File: src/rtl/if_fetch_ctrl_pkg.sv
// rtl/if_fetch_ctrl_pkg.sv - shared types and constants for the instruction-fetch controller
package if_fetch_ctrl_pkg;

  localparam int INSTR_W          = 16;
  localparam int PC_W             = 16;
  localparam logic [15:0] PC_STEP = 16'd2;
  localparam int WAIT_MAX_DEFAULT = 16;

  typedef enum logic [1:0] {
    BOOT  = 2'd0,
    FETCH = 2'd1,
    DRAIN = 2'd2,
    FAULT = 2'd3
  } fetch_state_t;

endpackage

File: src/rtl/if_instr_buf.sv
// rtl/if_instr_buf.sv - one-entry instruction buffer between fetch and decode
module if_instr_buf
  import if_fetch_ctrl_pkg::*;
(
  input  logic               clk,
  input  logic               rst,
  input  logic               load,
  input  logic               consume,
  input  logic               flush,
  input  logic [INSTR_W-1:0] load_instr,
  input  logic [PC_W-1:0]    load_pc,
  output logic               valid,
  output logic [INSTR_W-1:0] instr,
  output logic [PC_W-1:0]    pc
);

  logic               valid_q, valid_d;
  logic [INSTR_W-1:0] instr_q, instr_d;
  logic [PC_W-1:0]    pc_q, pc_d;

  // flush beats load beats consume; a load in a consume cycle keeps the entry valid
  always_comb begin
    valid_d = valid_q;
    instr_d = instr_q;
    pc_d    = pc_q;
    if (flush) begin
      valid_d = 1'b0;
    end else if (load) begin
      valid_d = 1'b1;
      instr_d = load_instr;
      pc_d    = load_pc;
    end else if (consume) begin
      valid_d = 1'b0;
    end
  end

  always_ff @(posedge clk) begin
    if (rst) begin
      valid_q <= 1'b0;
      instr_q <= '0;
      pc_q    <= '0;
    end else begin
      valid_q <= valid_d;
      instr_q <= instr_d;
      pc_q    <= pc_d;
    end
  end

  assign valid = valid_q;
  assign instr = instr_q;
  assign pc    = pc_q;

endmodule

File: src/rtl/if_fetch_ctrl.sv
// rtl/if_fetch_ctrl.sv - fetch FSM, PC steering, redirect drain and memory watchdog
module if_fetch_ctrl
  import if_fetch_ctrl_pkg::*;
#(
  parameter int WAIT_MAX = WAIT_MAX_DEFAULT
) (
  input  logic               clk,
  input  logic               rst,
  input  logic [PC_W-1:0]    pc_addr,
  output logic               pc_en,
  output logic               branch_taken,
  output logic [PC_W-1:0]    branch_addr,
  output logic               imem_req,
  output logic [PC_W-1:0]    imem_addr,
  input  logic               imem_ack,
  input  logic [INSTR_W-1:0] imem_rdata,
  output logic               id_valid,
  input  logic               id_ready,
  output logic [INSTR_W-1:0] id_instr,
  output logic [PC_W-1:0]    id_pc,
  input  logic               redirect_valid,
  input  logic [PC_W-1:0]    redirect_addr,
  output logic               fetch_fault
);

  localparam int CNT_W = $clog2(WAIT_MAX + 1);

  fetch_state_t     state_q, state_d;
  logic [CNT_W-1:0] wait_cnt_q, wait_cnt_d;
  logic [PC_W-1:0]  drain_addr_q, drain_addr_d;

  logic req_raw;
  logic redirect_take;
  logic buf_valid;
  logic buf_load;
  logic buf_flush;
  logic buf_consume;

  assign buf_consume = buf_valid && id_ready;

  always_comb begin
    state_d       = state_q;
    drain_addr_d  = drain_addr_q;
    wait_cnt_d    = '0;
    req_raw       = 1'b0;
    redirect_take = 1'b0;
    imem_addr     = '0;
    pc_en         = 1'b0;
    branch_taken  = 1'b0;
    branch_addr   = '0;
    buf_load      = 1'b0;
    buf_flush     = 1'b0;

    case (state_q)
      BOOT:  state_d = FETCH;
      FETCH: begin
        req_raw   = !buf_valid || id_ready;
        imem_addr = pc_addr;
      end
      DRAIN: begin
        req_raw   = 1'b1;
        imem_addr = drain_addr_q;
        if (imem_ack) state_d = FETCH;
      end
      FAULT: buf_flush = 1'b1;
      default: state_d = BOOT;
    endcase

    redirect_take = redirect_valid && !rst && (state_q == FETCH || state_q == DRAIN);

    // An unacked request cannot be withdrawn, so a redirect parks it in DRAIN
    if (redirect_take) begin
      pc_en        = 1'b1;
      branch_taken = 1'b1;
      branch_addr  = redirect_addr;
      buf_flush    = 1'b1;
      if (state_q == FETCH && req_raw && !imem_ack) begin
        drain_addr_d = pc_addr;
        state_d      = DRAIN;
      end
    end else if (state_q == FETCH && req_raw && imem_ack) begin
      buf_load = 1'b1;
      pc_en    = 1'b1;
    end

    if (req_raw && !imem_ack) begin
      wait_cnt_d = wait_cnt_q + CNT_W'(1);
      if (wait_cnt_q == CNT_W'(WAIT_MAX - 1)) state_d = FAULT;
    end

    imem_req = req_raw && !rst;
    if (rst) begin
      pc_en        = 1'b0;
      branch_taken = 1'b0;
    end
  end

  always_ff @(posedge clk) begin
    if (rst) begin
      state_q      <= BOOT;
      wait_cnt_q   <= '0;
      drain_addr_q <= '0;
    end else begin
      state_q      <= state_d;
      wait_cnt_q   <= wait_cnt_d;
      drain_addr_q <= drain_addr_d;
    end
  end

  assign fetch_fault = (state_q == FAULT);
  assign id_valid    = buf_valid;

  if_instr_buf u_buf (
    .clk        (clk),
    .rst        (rst),
    .load       (buf_load),
    .consume    (buf_consume),
    .flush      (buf_flush),
    .load_instr (imem_rdata),
    .load_pc    (pc_addr),
    .valid      (buf_valid),
    .instr      (id_instr),
    .pc         (id_pc)
  );

endmodule
File: config.mk
export PLATFORM = sky130hd
export DESIGN_NAME = if_fetch_ctrl
export DESIGN_NICKNAME = d
export VERILOG_FILES = /design/src/rtl/if_fetch_ctrl_pkg.sv /design/src/rtl/if_instr_buf.sv /design/src/rtl/if_fetch_ctrl.sv
export SDC_FILE = /design/constraint.sdc
export NUM_CORES = 1
export LEC_CHECK = 0
export CORE_MARGIN = 4
export CORE_UTILIZATION = 35
export DETAILED_ROUTE_END_ITERATION = 6
export PLACE_DENSITY = 0.7
export SLEW_MARGIN = 20
export SYNTH_ARGS = -nofsm -noshare
export SYNTH_HDL_FRONTEND = slang
export SYNTH_SLANG_ARGS = --single-unit
File: constraint.sdc
create_clock -name clk -period 2.65 [get_ports clk]
set_clock_uncertainty 0.05 [all_clocks]
set_input_delay 0.6625 -clock clk [delete_from_list [all_inputs] [get_ports clk]]
set_output_delay 0.6625 -clock clk [all_outputs]
set_load 0.02 [all_outputs]
==> impl_metrics.prom, run 1 <==
# TYPE chip_impl_metric gauge
chip_impl_metric{name="max-cap-violations",unit=""} 0
chip_impl_metric{name="slew_viol_final",unit=""} 0
chip_impl_info{name="final_cell_mix",value="84 x clkdlybuf4s50_1, 64 x nand2_1, 56 x dfxtp_1"} 1
chip_impl_metric{name="clkPwrFrac",unit="%"} 28.1
chip_impl_metric{name="synth_sequential_area_ratio",unit="%"} 42.57
chip_impl_metric{name="timing.fmax",unit="GHz"} 0.3891
chip_impl_metric{name="synthArstFlopShare",unit="%"} 0
chip_impl_metric{name="maxSlewHeadroom",unit="%"} 74.16
chip_impl_metric{name="placedInstanceArea",unit="sq um"} 4123
chip_impl_metric{name="setup-violations-final",unit=""} 0
chip_impl_metric{name="global_placement_routability_congestion",unit=""} 0.7777
chip_impl_metric{name="cts.sinks",unit=""} 56
chip_impl_metric{name="internal_power",unit="mW"} 1.264
chip_impl_metric{name="synth_xor_area_share",unit="%"} 0.6651
chip_impl_metric{name="grt_pass1_vias",unit=""} 2538
chip_impl_metric{name="post-route-period-util",unit="%"} 96.97
chip_impl_metric{name="grt_max_degree",unit=""} 44
chip_impl_metric{name="post_route_cells_drive_above_1_share",unit="%"} 16.81
chip_impl_metric{name="synth-adder-area-share",unit="%"} 2.850
chip_impl_metric{name="numCtsBuffers",unit=""} 5
chip_impl_metric{name="clockBufferDepth",unit=""} 2
chip_impl_info{name="cts_root_buffer",value="clkbuf_8"} 1
chip_impl_metric{name="nNetsFinal",unit=""} 517
chip_impl_metric{name="diodes",unit=""} 0
chip_impl_info{name="outcome",value="finished clean"} 1
chip_impl_metric{name="worst_path_clk_slew",unit="ps"} 90
chip_impl_metric{name="synth-compound-area-share",unit="%"} 12.49
chip_impl_metric{name="synthDistinctLibCells",unit=""} 32
chip_impl_metric{name="wire_length_of_the_first_global_routing_pass",unit="microns"} 12140
chip_impl_metric{name="comb_power_share",unit="%"} 21.1
chip_impl_metric{name="cp_data_arrival_time",unit="ps"} 1860
chip_impl_info{name="critPathLaunchType",value="primary input"} 1
chip_impl_metric{name="synthMuxAreaShare",unit="%"} 6.081
chip_impl_metric{name="place.port_buffers",unit=""} 121
chip_impl_info{name="tritoncts_clock_tree",value="yes"} 1
chip_impl_metric{name="power_frac_seq",unit="%"} 50.7
chip_impl_metric{name="sw_frac_of_total",unit="%"} 26.09
chip_impl_metric{name="postLayoutCellArea",unit="sq um"} 4213
chip_impl_metric{name="drt_iter0_markers",unit=""} 111
chip_impl_info{name="hold_path_end",value="wait_cnt_q[0]$_SDFF_PP0_"} 1
chip_impl_metric{name="placeableCoreArea",unit="sq um"} 7292
chip_impl_metric{name="min_delay_path_depth",unit=""} 1
chip_impl_metric{name="antenna_left",unit=""} 0
chip_impl_metric{name="initial_core_util",unit="%"} 36.12
chip_impl_metric{name="htree_levels",unit=""} 2
chip_impl_metric{name="grt_antenna_before_repair",unit=""} 0
chip_impl_metric{name="grt_overflow_total",unit=""} 0
chip_impl_metric{name="worstRegToRegCells",unit=""} 8
chip_impl_info{name="synth_top_family_by_area",value="simple AND/OR/NAND/NOR gates"} 1
chip_impl_metric{name="cts_hold_buffers_added",unit=""} 0
chip_impl_metric{name="total_power",unit="mW"} 1.710
chip_impl_metric{name="synth-edff-count",unit=""} 0
chip_impl_metric{name="period_needed",unit="ps"} 2570
chip_impl_metric{name="setup-tns-final",unit="ps"} 0
chip_impl_metric{name="detailedRoute.firstPassIterationCount",unit=""} 4
chip_impl_info{name="worstReg2RegStart",value="state_q[0]$_SDFF_PP0_"} 1
chip_impl_info{name="end_kind",value="output port"} 1
chip_impl_info{name="hp-start",value="wait_cnt_q[0]$_SDFF_PP0_"} 1
chip_impl_metric{name="areaGrowthSynthToFinish",unit="%"} 59.95
chip_impl_metric{name="reg2reg_setup_slack",unit="ps"} 370
chip_impl_metric{name="power.density",unit="nW/um^2"} 405.9
chip_impl_info{name="unrepaired_setup_endpoints_after_global_routing",value="false"} 1
chip_impl_metric{name="routed_via_count",unit=""} 2594
chip_impl_metric{name="drc",unit=""} 0
chip_impl_metric{name="syn_avg_cell_area",unit="sq um"} 8.361
chip_impl_metric{name="synth_seq_cells",unit=""} 56
chip_impl_metric{name="die_w",unit="microns"} 94.75
chip_impl_info{name="holdCritPathClass",value="flop to flop"} 1
chip_impl_metric{name="post_drt_via_cell_ratio",unit=""} 4.657
chip_impl_metric{name="power.net_switching",unit="mW"} 0.4461
chip_impl_info{name="crit-reg2reg-capture",value="u_buf.pc[1]$_SDFFE_PP0P_"} 1
chip_impl_metric{name="worstMarginPinSlew",unit="ps"} 377.8
chip_impl_metric{name="power.ir.vdd_worst",unit="mV"} 0.2519
chip_impl_metric{name="layout_fillers",unit=""} 701
chip_impl_metric{name="die_area",unit="sq um"} 8977
chip_impl_info{name="worst-setup-path-type",value="primary input to output port"} 1
chip_impl_metric{name="die_h",unit="microns"} 94.75
chip_impl_metric{name="num_io_pins",unit=""} 122
chip_impl_metric{name="netlist_area",unit="sq um"} 2634
chip_impl_metric{name="postSynthCellCount",unit=""} 315
chip_impl_metric{name="post_drt_wl_per_cell",unit="microns"} 14.18
chip_impl_metric{name="leakagePower",unit="nW"} 1.606
chip_impl_metric{name="place.detailed.hpwl",unit="microns"} 5637
chip_impl_metric{name="timing.final.ws_setup",unit="ps"} 80.23
chip_impl_metric{name="clk-insertion-delay-late",unit="ps"} 300
chip_impl_metric{name="final-hold-violation-count",unit=""} 0
chip_impl_metric{name="number_of_cell_rows",unit=""} 31
chip_impl_metric{name="global_router_s_overall_resource_usage",unit="%"} 17.02
chip_impl_metric{name="synth.yosys.warnings",unit=""} 0
chip_impl_metric{name="wl",unit="microns"} 7897
chip_impl_info{name="layout.cells.most_common",value="clkdlybuf4s50_1"} 1
chip_impl_metric{name="syn_nets",unit=""} 374
chip_impl_metric{name="worst_path_max_fanout",unit=""} 2
chip_impl_metric{name="pre_cts_ws",unit="ps"} -508.9
chip_impl_metric{name="synth_simple_gate_area_share",unit="%"} 29.41
chip_impl_metric{name="worst_ep_required_time",unit="ps"} 1940
chip_impl_info{name="dominantRegCellSynth",value="dfxtp_1"} 1
## worst max-delay path by stage
stage	startpoint	to	slack [ps]	depth (start not counted)
CTS	state_q[1]$_SDFF_PP0_	imem_addr[3]	6	6
global route	state_q[1]$_SDFF_PP0_	imem_addr[2]	10	7
detailed placement	redirect_valid	branch_addr[13]	-510	4
finish	id_ready	imem_req	80	5
global placement	redirect_valid	branch_addr[5]	-440	4
floorplan	state_q[0]$_SDFF_PP0_	branch_addr[10]	140	6
## per-stage QoR
step                      instances  hold WS [ps]  utilization, %
after floorplan                 315         367.5               -
after global placement          546         381.6           56.54
after detailed placement        546         390.3           56.54
after CTS                       556         406.2           58.10
after global routing            557         427.6           57.77
final                           557         399.6           57.77
## cells in the mapped netlist, types with 2 or more instances
master | count | area [sq um]
ha_1 | 6 | 75.07
a22oi_1 | 16 | 120.1
buf_6 | 5 | 56.30
nor3_1 | 2 | 10.01
nand3_1 | 3 | 15.01
inv_1 | 5 | 18.77
a21oi_1 | 34 | 170.2
nor2_1 | 6 | 22.52
and2_1 | 16 | 100.1
nand2_1 | 64 | 240.2
nor2b_1 | 16 | 100.1
buf_2 | 5 | 25.02
nand2b_1 | 34 | 212.7
mux2i_1 | 16 | 160.2
clkbuf_1 | 14 | 52.55
dfxtp_1 | 56 | 1121
or2_1 | 2 | 12.51
## critical path, cell delays in order
cell and delay, ps:
clkdlybuf4s50_1 410, nand2b_1 190, a21oi_2 210, nor2_1 60, dlygate4sd2_1 320
## kinds of logic (layout without fill, tap and decap cells)
logic type,after synthesis,in the layout
muxes,16,16
DFF,56,56
AOI/OAI and AO/OA,55,55
buffers and inverters,30,171
xor gates and xnor gates,2,2
adders and majority gates,6,6
and+or+nand+nor,150,152
## area by class of cell
class	count	area [sq um]	area share (%)
well taps	99	123.9	2.940
clock inverters	1	8.758	0.2079
flip-flops and latches	56	1121	26.61
clock buffers	6	82.58	1.960
multi-input cells	231	1409	33.44
inverters	5	18.77	0.4455
repair buffers	159	1449	34.39
## power groups by stage
| stage | registers (mW) | logic (mW) | clock network [mW] |
|---|---|---|---|
| 3_3_place_gp | 0.887 | 0.361 | 0 |
| 2_1_floorplan | 0.905 | 0.137 | 0 |
| 3_5_place_dp | 0.887 | 0.364 | 0 |
| 5_1_grt | 0.870 | 0.389 | 0.541 |
| 6_report | 0.868 | 0.361 | 0.481 |
| 4_1_cts | 0.868 | 0.360 | 0.501 |
## timing repair
| action | in CTS | in global routing |
|---|---|---|
| resized for setup | 75 | 20 |
| endpoints found under the setup margin | 35 | 28 |
| setup buffers | 2 | 0 |
| cloned | 1 | 1 |
## routing by layer
layer	global-route usage, %	vias up	part of all wire, %
met4	4.207	0	1.2
met1	21.72	1190	44
met5	0	-	0
li1	-	1320	-
met3	3.267	9	6.3
met2	29.42	75	49
## state kept, by name (all words and copies together), names as in the netlist
register and flops:
u_buf.valid 1, u_buf.instr 16, u_buf.pc 16, state_q 2
drain_addr_q 16, wait_cnt_q 5
Power figures use the tool's default switching activity.
==> run 2, diff against run 1 <==
--- a/config.mk
+++ b/config.mk
@@ -9,7 +9,6 @@
 export CORE_UTILIZATION = 35
 export DETAILED_ROUTE_END_ITERATION = 6
 export PLACE_DENSITY = 0.7
-export SLEW_MARGIN = 20
 export SYNTH_ARGS = -nofsm -noshare
 export SYNTH_HDL_FRONTEND = slang
 export SYNTH_SLANG_ARGS = --single-unit
==> results of run 2 <==
Final layout, timing and power as in run 1 (identical DEF).
